$ cat src/rtl/mux_arb_nb_pkg.sv
// Shared constants and helpers for the mux_arb_nb arbitrated multiplexer.
package mux_arb_nb_pkg;

    localparam int CH_MIN = 2;
    localparam int CH_MAX = 16;

    // Width of an index into 'value' items, never narrower than one bit.
    function automatic int clog2(input int value);
        int r;
        r = 0;
        while ((1 << r) < value) begin
            r = r + 1;
        end
        if (r == 0) begin
            r = 1;
        end
        return r;
    endfunction

    // Low bit of word 'idx' in a flattened bus of 'width'-bit words.
    function automatic int slice_lo(input int idx, input int width);
        return idx * width;
    endfunction

endpackage

$ cat src/rtl/rr_arbiter_nb.sv
// Combinational arbiter, zero latency: one-hot grant plus index, searching from PTR upward
// (round-robin) or from 0 (fixed priority). No state; it re-evaluates REQ every cycle.
module rr_arbiter_nb
    import mux_arb_nb_pkg::*;
#(
    parameter int CH = 4,
    parameter int RR = 1
) (
    input  logic [CH-1:0]        REQ,
    input  logic [clog2(CH)-1:0] PTR,
    output logic [CH-1:0]        GNT,
    output logic [clog2(CH)-1:0] GNT_IDX
);

    localparam int IW = clog2(CH);

    logic found;
    int   base;
    int   idx;

    always_comb begin
        GNT     = '0;
        GNT_IDX = '0;
        found   = 1'b0;
        idx     = 0;
        base    = (RR != 0) ? int'(PTR) : 0;
        // Walk priority order base, base+1, ... modulo CH; first requester wins.
        for (int k = 0; k < CH; k++) begin
            idx = base + k;
            if (idx >= CH) begin
                idx = idx - CH;
            end
            if (!found && REQ[idx]) begin
                found        = 1'b1;
                GNT[idx]     = 1'b1;
                GNT_IDX      = IW'(idx);
            end
        end
    end

endmodule

$ cat src/rtl/mux_arb_nb.sv
// CH-to-1 arbitrated mux with a single output register: one cycle latency, one word per cycle.
// Grants only when the output slot is empty or draining this cycle; READY_IN low stalls everything.
module mux_arb_nb
    import mux_arb_nb_pkg::*;
#(
    parameter int n  = 8,
    parameter int CH = 4,
    parameter int RR = 1
) (
    input  logic                 CLK,
    input  logic                 RST,
    input  logic [CH-1:0]        VALID_IN,
    input  logic [CH*n-1:0]      D_IN,
    output logic [CH-1:0]        READY_OUT,
    output logic [n-1:0]         D_OUT,
    output logic [clog2(CH)-1:0] SEL_OUT,
    output logic                 VALID_OUT,
    input  logic                 READY_IN
);

    localparam int IW = clog2(CH);

    logic [CH-1:0] gnt;
    logic [IW-1:0] gnt_idx;
    logic          slot_open;
    logic          in_xfer;
    logic          out_xfer;

    logic [n-1:0]  dat_q,   dat_d;
    logic [IW-1:0] sel_q,   sel_d;
    logic          vld_q,   vld_d;
    logic [IW-1:0] ptr_q,   ptr_d;

    rr_arbiter_nb #(
        .CH (CH),
        .RR (RR)
    ) u_arb (
        .REQ     (VALID_IN),
        .PTR     (ptr_q),
        .GNT     (gnt),
        .GNT_IDX (gnt_idx)
    );

    assign out_xfer  = vld_q & READY_IN;
    assign slot_open = ~vld_q | READY_IN;
    // Gating with RST keeps upstream from handing over a word that reset would drop.
    assign READY_OUT = (slot_open && !RST) ? gnt : '0;
    assign in_xfer   = |READY_OUT;

    always_comb begin
        dat_d = dat_q;
        sel_d = sel_q;
        vld_d = vld_q;
        ptr_d = ptr_q;
        if (in_xfer) begin
            dat_d = D_IN[slice_lo(int'(gnt_idx), n) +: n];
            sel_d = gnt_idx;
            vld_d = 1'b1;
            if (RR != 0) begin
                ptr_d = (gnt_idx == IW'(CH - 1)) ? '0 : IW'(int'(gnt_idx) + 1);
            end else begin
                ptr_d = '0;
            end
        end else if (out_xfer) begin
            vld_d = 1'b0;
        end
    end

    always_ff @(posedge CLK) begin
        if (RST) begin
            dat_q <= '0;
            sel_q <= '0;
            vld_q <= 1'b0;
            ptr_q <= '0;
        end else begin
            dat_q <= dat_d;
            sel_q <= sel_d;
            vld_q <= vld_d;
            ptr_q <= ptr_d;
        end
    end

    assign D_OUT     = dat_q;
    assign SEL_OUT   = sel_q;
    assign VALID_OUT = vld_q;

endmodule

$ cat config.mk
export PLATFORM = sky130hd
export DESIGN_NAME = mux_arb_nb
export DESIGN_NICKNAME = d
export VERILOG_FILES = /design/src/rtl/mux_arb_nb_pkg.sv /design/src/rtl/rr_arbiter_nb.sv /design/src/rtl/mux_arb_nb.sv
export SDC_FILE = /design/constraint.sdc
export NUM_CORES = 1
export LEC_CHECK = 0
export BUFFER_PORTS_ARGS = -buffer_cell sky130_fd_sc_hd__buf_2
export CAP_MARGIN = 20
export CORE_MARGIN = 3
export CORE_UTILIZATION = 45
export CTS_CLUSTER_SIZE = 14
export DETAILED_ROUTE_END_ITERATION = 6
export GPL_ROUTABILITY_DRIVEN = 0
export PLACE_DENSITY = 0.78
export SYNTH_ARGS = -nofsm -noshare
export SYNTH_HDL_FRONTEND = slang
export SYNTH_SLANG_ARGS = --single-unit
$ cat constraint.sdc
create_clock -name CLK -period 9 [get_ports CLK]
set_input_delay 1.8 -clock CLK [delete_from_list [all_inputs] [get_ports CLK]]
set_output_delay 1.8 -clock CLK [all_outputs]
set_load 0.01 [all_outputs]
# Word-level counts from Yosys, hierarchy flattened
# Cells that the tools add are included.
[totals]
regBits = 13
latch_bits = 0
ramBits = 0
rom_bits = 0
input_bits = 39
out_inout_bits = 15
word_cells = 85
n_memories = 0
[op_classes]
n_addsub = 8
n_mul = 0
div_mod_pow = 0
n_lt_le_gt_ge = 12
eq_ne = 1
shift = 1
mux = 39
bitwise_logic = 6
n_reduce_logical = 14
[op_table]
columns = ["operator", "n"]
rows = [
  ["32-bit by 1-bit >= comparator with 1-bit output (second input constant)", 4],
  ["32-bit by 4-bit less-than comparator with 1-bit output (second input constant)", 4],
  ["32-bit two-way mux", 4],
  ["32-bit by 4-bit >= comparator with 1-bit output (second input constant)", 3],
  ["32-bit by 4-bit subtractor with 32-bit output (second input constant)", 3],
  ["32-bit by 6-bit variable part select with 8-bit output", 1],
  ["4-bit two-way mux", 5],
  ["1-bit two-way mux", 17],
  ["4-bit bitwise OR", 3],
  ["2-bit two-way mux", 5],
  ["1-bit binary-select mux with 2-bit select", 4],
  ["1-bit demux with 2-bit select", 4],
  ["1-bit logical AND", 8],
  ["2-bit by 2-bit adder with 3-bit output (second input constant)", 2],
  ["1-bit zero test", 4],
  ["4-bit OR reduction", 1],
  ["2-bit by 3-bit subtractor with 4-bit output (second input constant)", 1],
  ["2-bit by 1-bit adder with 3-bit output (second input constant)", 1],
  ["2-bit by 3-bit >= comparator with 1-bit output (second input constant)", 1],
  ["2-bit by 1-bit adder with 2-bit output (second input constant)", 1],
  ["2-bit equality test (second input constant)", 1],
  ["2-bit nonzero test", 1],
  ["1-bit AND", 1],
  ["1-bit NOT", 1],
  ["1-bit bitwise OR", 1],
]

# Logic depth before layout (Yosys ltp)
[logic_depth]
ltp_word = 18
depth_mapped = 11
ltp_nobuf = 8

# Hierarchy
# A second synthesis with hierarchy kept.
[unflattened]
hier_cells = 128
hier_area_um2 = 1262.5
[by_module_without_submodules]
columns = ["module", "instances", "cells_per_inst", "area_per_inst_um2", "seq_area_each_um2"]
rows = [
  ["mux_arb_nb", 1, 79, 805.8, 260.2],
  ["rr_arbiter_nb", 1, 49, 456.7, 0.0],
]

# Worst setup path before layout
# Ideal clock, no wire load.
[synth_path]
kind = "input to output"
from = "in VALID_IN[2]"
to = "out READY_OUT[2]"
arrival_time_ns = 3.137
t_required_ns = 7.200
setup_slack_ns = 4.063
cell_stages = 6
n_path_buf = 1
cell_sequence = "buf_4 -> mux4_2 -> nor2b_4 -> and2_4 -> a2111oi_2 -> nor2_1"
[synth_via]
elab_chain_len = 14
elab_cells_between_ends = 29
cone_classes = "20 x mux; 3 x bitwise; 6 x reduce/logical"
[synth_rtl]
columns = ["item", "line", "rtl"]
rows = [
  ["from (decl)", "mux_arb_nb.sv:12", "input logic [CH-1:0] VALID_IN,"],
  ["1-bit binary-select mux with 2-bit select", "rr_arbiter_nb.sv:33", "if (!found && REQ[idx]) begin"],
  ["1-bit two-way mux (not written as such) (2 in series)", "rr_arbiter_nb.sv:33", ""],
  ["1-bit two-way mux", "rr_arbiter_nb.sv:33", ""],
  ["1-bit zero test", "rr_arbiter_nb.sv:33", ""],
  ["1-bit logical AND", "rr_arbiter_nb.sv:33", ""],
  ["1-bit two-way mux", "rr_arbiter_nb.sv:33", ""],
  ["1-bit zero test", "rr_arbiter_nb.sv:33", ""],
  ["1-bit logical AND", "rr_arbiter_nb.sv:33", ""],
  ["1-bit two-way mux", "rr_arbiter_nb.sv:33", ""],
  ["1-bit zero test", "rr_arbiter_nb.sv:33", ""],
  ["1-bit logical AND", "rr_arbiter_nb.sv:33", ""],
  ["4-bit two-way mux (*)", "rr_arbiter_nb.sv:33", ""],
  ["4-bit two-way mux (*)", "mux_arb_nb.sv:47", "assign READY_OUT = (slot_open && !RST) ? gnt : '0;"],
  ["to (decl)", "mux_arb_nb.sv:14", "output logic [CH-1:0] READY_OUT,"],
]
# Every way passes the cells marked *; elsewhere a longest branch is shown, timed or not. The select of a mux whose other input is x is not followed.

# Worst setup path in the final report
[layout_path]
from = "in VALID_IN[0]"
to = "out READY_OUT[3]"
# The elaborated chain is that of the path after synthesis.

==> metrics <==
via-per-instance ratio approximately 5.7; Power Density 316 mW/mm²; most frequent CP cell buf_2; Clock Sinks 13; number of synthesized flops with an enable pin 0; CP max stage cell mux4_2; Rows 18; Skew-Pair Late Insertion Delay 0.29 ns; max incr delay on CP 0.51 ns; Bufs on Longest Clock Path 2; most frequent cells in the layout 53 x buf_2, 13 x dfxtp_1, 10 x mux4_2; Distinct cells, synth 44; Hold Crit Start SEL_OUT[1]$_SDFFE_PP0P_; pre-CTS worst setup slack about 3.8 ns; main flop type after synthesis dfxtp_1; H-Tree Depth 1; commonest non-fill, non-tap cell in the layout buf_2; leakage power a little over 0.0007 µW; hold_buf cts 0; FFs w/ async S/R, synth 0%; Area Growth Syn to Fin 19.8%; sequential cell area fraction in the yosys report a little over 20%; crit-path cells buf_2 > mux4_2 > nor2b_4 > a22o_2 > a221oi_1 > nor2_1 > buf_2; total grt overflow 0; Slew Viols, Final 0; Root Driver clkbuf_4; post-layout min period 5.17 ns; antenna viol nets, final 0; setup ws final between 3 and 4 ns; pin count of the biggest net entering global routing 16; DIE WIDTH around 60 µm; vias in the first global route approximately 1100; path type of the worst setup path input pin to output pin; initial antenna violation count 0; clock slew at reported path FFs approximately 0.080 ns; max_slew headroom about two fifths; CTS buffer count 3; Min-Delay Path Class flip-flop to flip-flop; # Max-Cap Violations 0; input/output buffers 53; Yosys reg bits 13; cts repair resizes 0; # setup viols final 0; CP Max Fanout 12; DP HPWL between 2 and 2.5 mm; post-CTS setup buffers 0; critical path data arrival time between 3 and 4 ns; Syn. warnings 0; syn_nets 160; Fin. Hold Viols 0; Syn Area/Cell 10.8 µm²; slew at the pin closest to its max-slew limit ~0.87 ns; DRT Pass-1 Iters 4; Core Region 0.00257 mm²; CP Launch Point VALID_IN[0]; VDD IR max around 0.00023 V; Diodes inserted 0; Layout Utilization 58.7%; FMAX 0.193 GHz; CTS tree built; status finished, final reports clean; CP required 7.20 ns; FILL cells 220; fin area around 0.0015 mm²; Die Ht 58.9 µm; CP endpoint kind output pin; fin nets 210; Top Ports 54; unrepaired setup endpoints after global routing false; WL per Instance between 10 and 15 µm; clock skew between 0.004 and 0.005 ns; vias after detailed routing ~1100; setup_tns 0 ns; DP Area about 0.0015 mm²; Die Area 0.00346 mm²; Initial Util 49.0%; share of cells above drive strength 1 between 50% and 60%; worst r2r src ptr_q[0]$_SDFFE_PP0P_; # DRC 0; DR iter-0 viols 42; Critical Path Source Type input pin; first-pass GRT wire length around 4.7 mm; GRT Resource Usage Total roughly 18%; Final period util between 50% and 60%; synthesized area ~0.0013 mm²; drt total wl roughly 2.9 mm; Mapped Cells 116
==> synthesized netlist by cell type, drive strengths merged, types with 2 or more instances <==
master	number	share of area, %
a311oi	2	1.9
nand2b	3	1.5
a21oi	2	0.80
mux4	10	18
a211oi	2	1.2
nand2	4	1.2
nor3b	4	2.4
a221oi	3	2.1
dfxtp	13	21
buf	6	4.5
o21ai	2	0.80
mux2i	5	4.0
and2	2	1.2
mux2	10	11
a22o	3	2.4
nor2	8	2.4
nand3	2	0.80
a2111oi	2	1.9
nor2b	5	3.1
inv	6	1.8
or2b	2	1.3
ha	5	5.0
and2b	5	3.0
==> cell families (layout without fill, tap and decap cells) <==
logic type      Yosys count  in the layout  synth area share (%)
simple gates             37             37                  18.0
mux                      25             25                  32.6
compound gates           21             21                  14.8
buf+inv                  14             63                  8.16
flops                    13             13                  20.7
fa+ha+maj                 5              5                  4.98
xor+xnor                  1              1                 0.697
==> worst max-delay path: cells and delay by family <==
| family | cells | cell delay, ns |
|---|---|---|
| buffers and inverters | 2 | 0.32 |
| AND/OR/NAND/NOR | 2 | 0.22 |
| AO/OA/AOI/OAI | 2 | 0.52 |
| multiplexers | 1 | 0.51 |
==> report_power, final <==
part | total, µW | switching [µW] | internal (µW)
sequential | 105 | 23.1 | 81.6
combinational | 333 | 152 | 181
clock | 37.9 | 20.6 | 17.2
==> stage by stage <==
stage | std cells | total power [µW] | hold WS, ns
6_report | 195 | 476 | 0.479
5_1_grt | 195 | 514 | 0.507
4_1_cts | 195 | 481 | 0.481
3_5_place_dp | 191 | 443 | 0.468
3_3_place_gp | 191 | 426 | 0.460
2_1_floorplan | 116 | 393 | 0.496
==> cell type report <==
cell class                 instances  area [µm²]  area share (%)
multi-input combinational         89         895            59.4
timing repair buffer              53         265            17.6
sequential                        13         260            17.3
tap                               30        37.5            2.49
clock buffer                       4        26.3            1.74
inverter                           6        22.5            1.50
==> path summary, 6_finish.rpt <==
check                             to  slack, ns  cells after the start
max reg2reg    D_OUT[1]$_SDFFE_PP0P_       5.31                      8
max                     READY_OUT[3]       3.83                      7
min reg2reg  SEL_OUT[1]$_SDFFE_PP0P_       0.48                      2
min          SEL_OUT[1]$_SDFFE_PP0P_       0.48                      2
==> flip-flops by register name, indices dropped and copies added, names as in the netlist <==
name	cells
SEL_OUT	2
D_OUT	8
VALID_OUT	1
ptr_q	2
==> per-layer routing <==
layer / global-route usage (%) / up-vias / part of all wire, %
met1: 21.7 / 534 / 38
met4: 8.41 / 0 / 2.5
met3: 2.85 / 9 / 4.6
met2: 29.8 / 39 / 54
li1: - / 536 / -
met5: 0 / - / 0
Note: power is estimated with default switching activity, not from simulation.
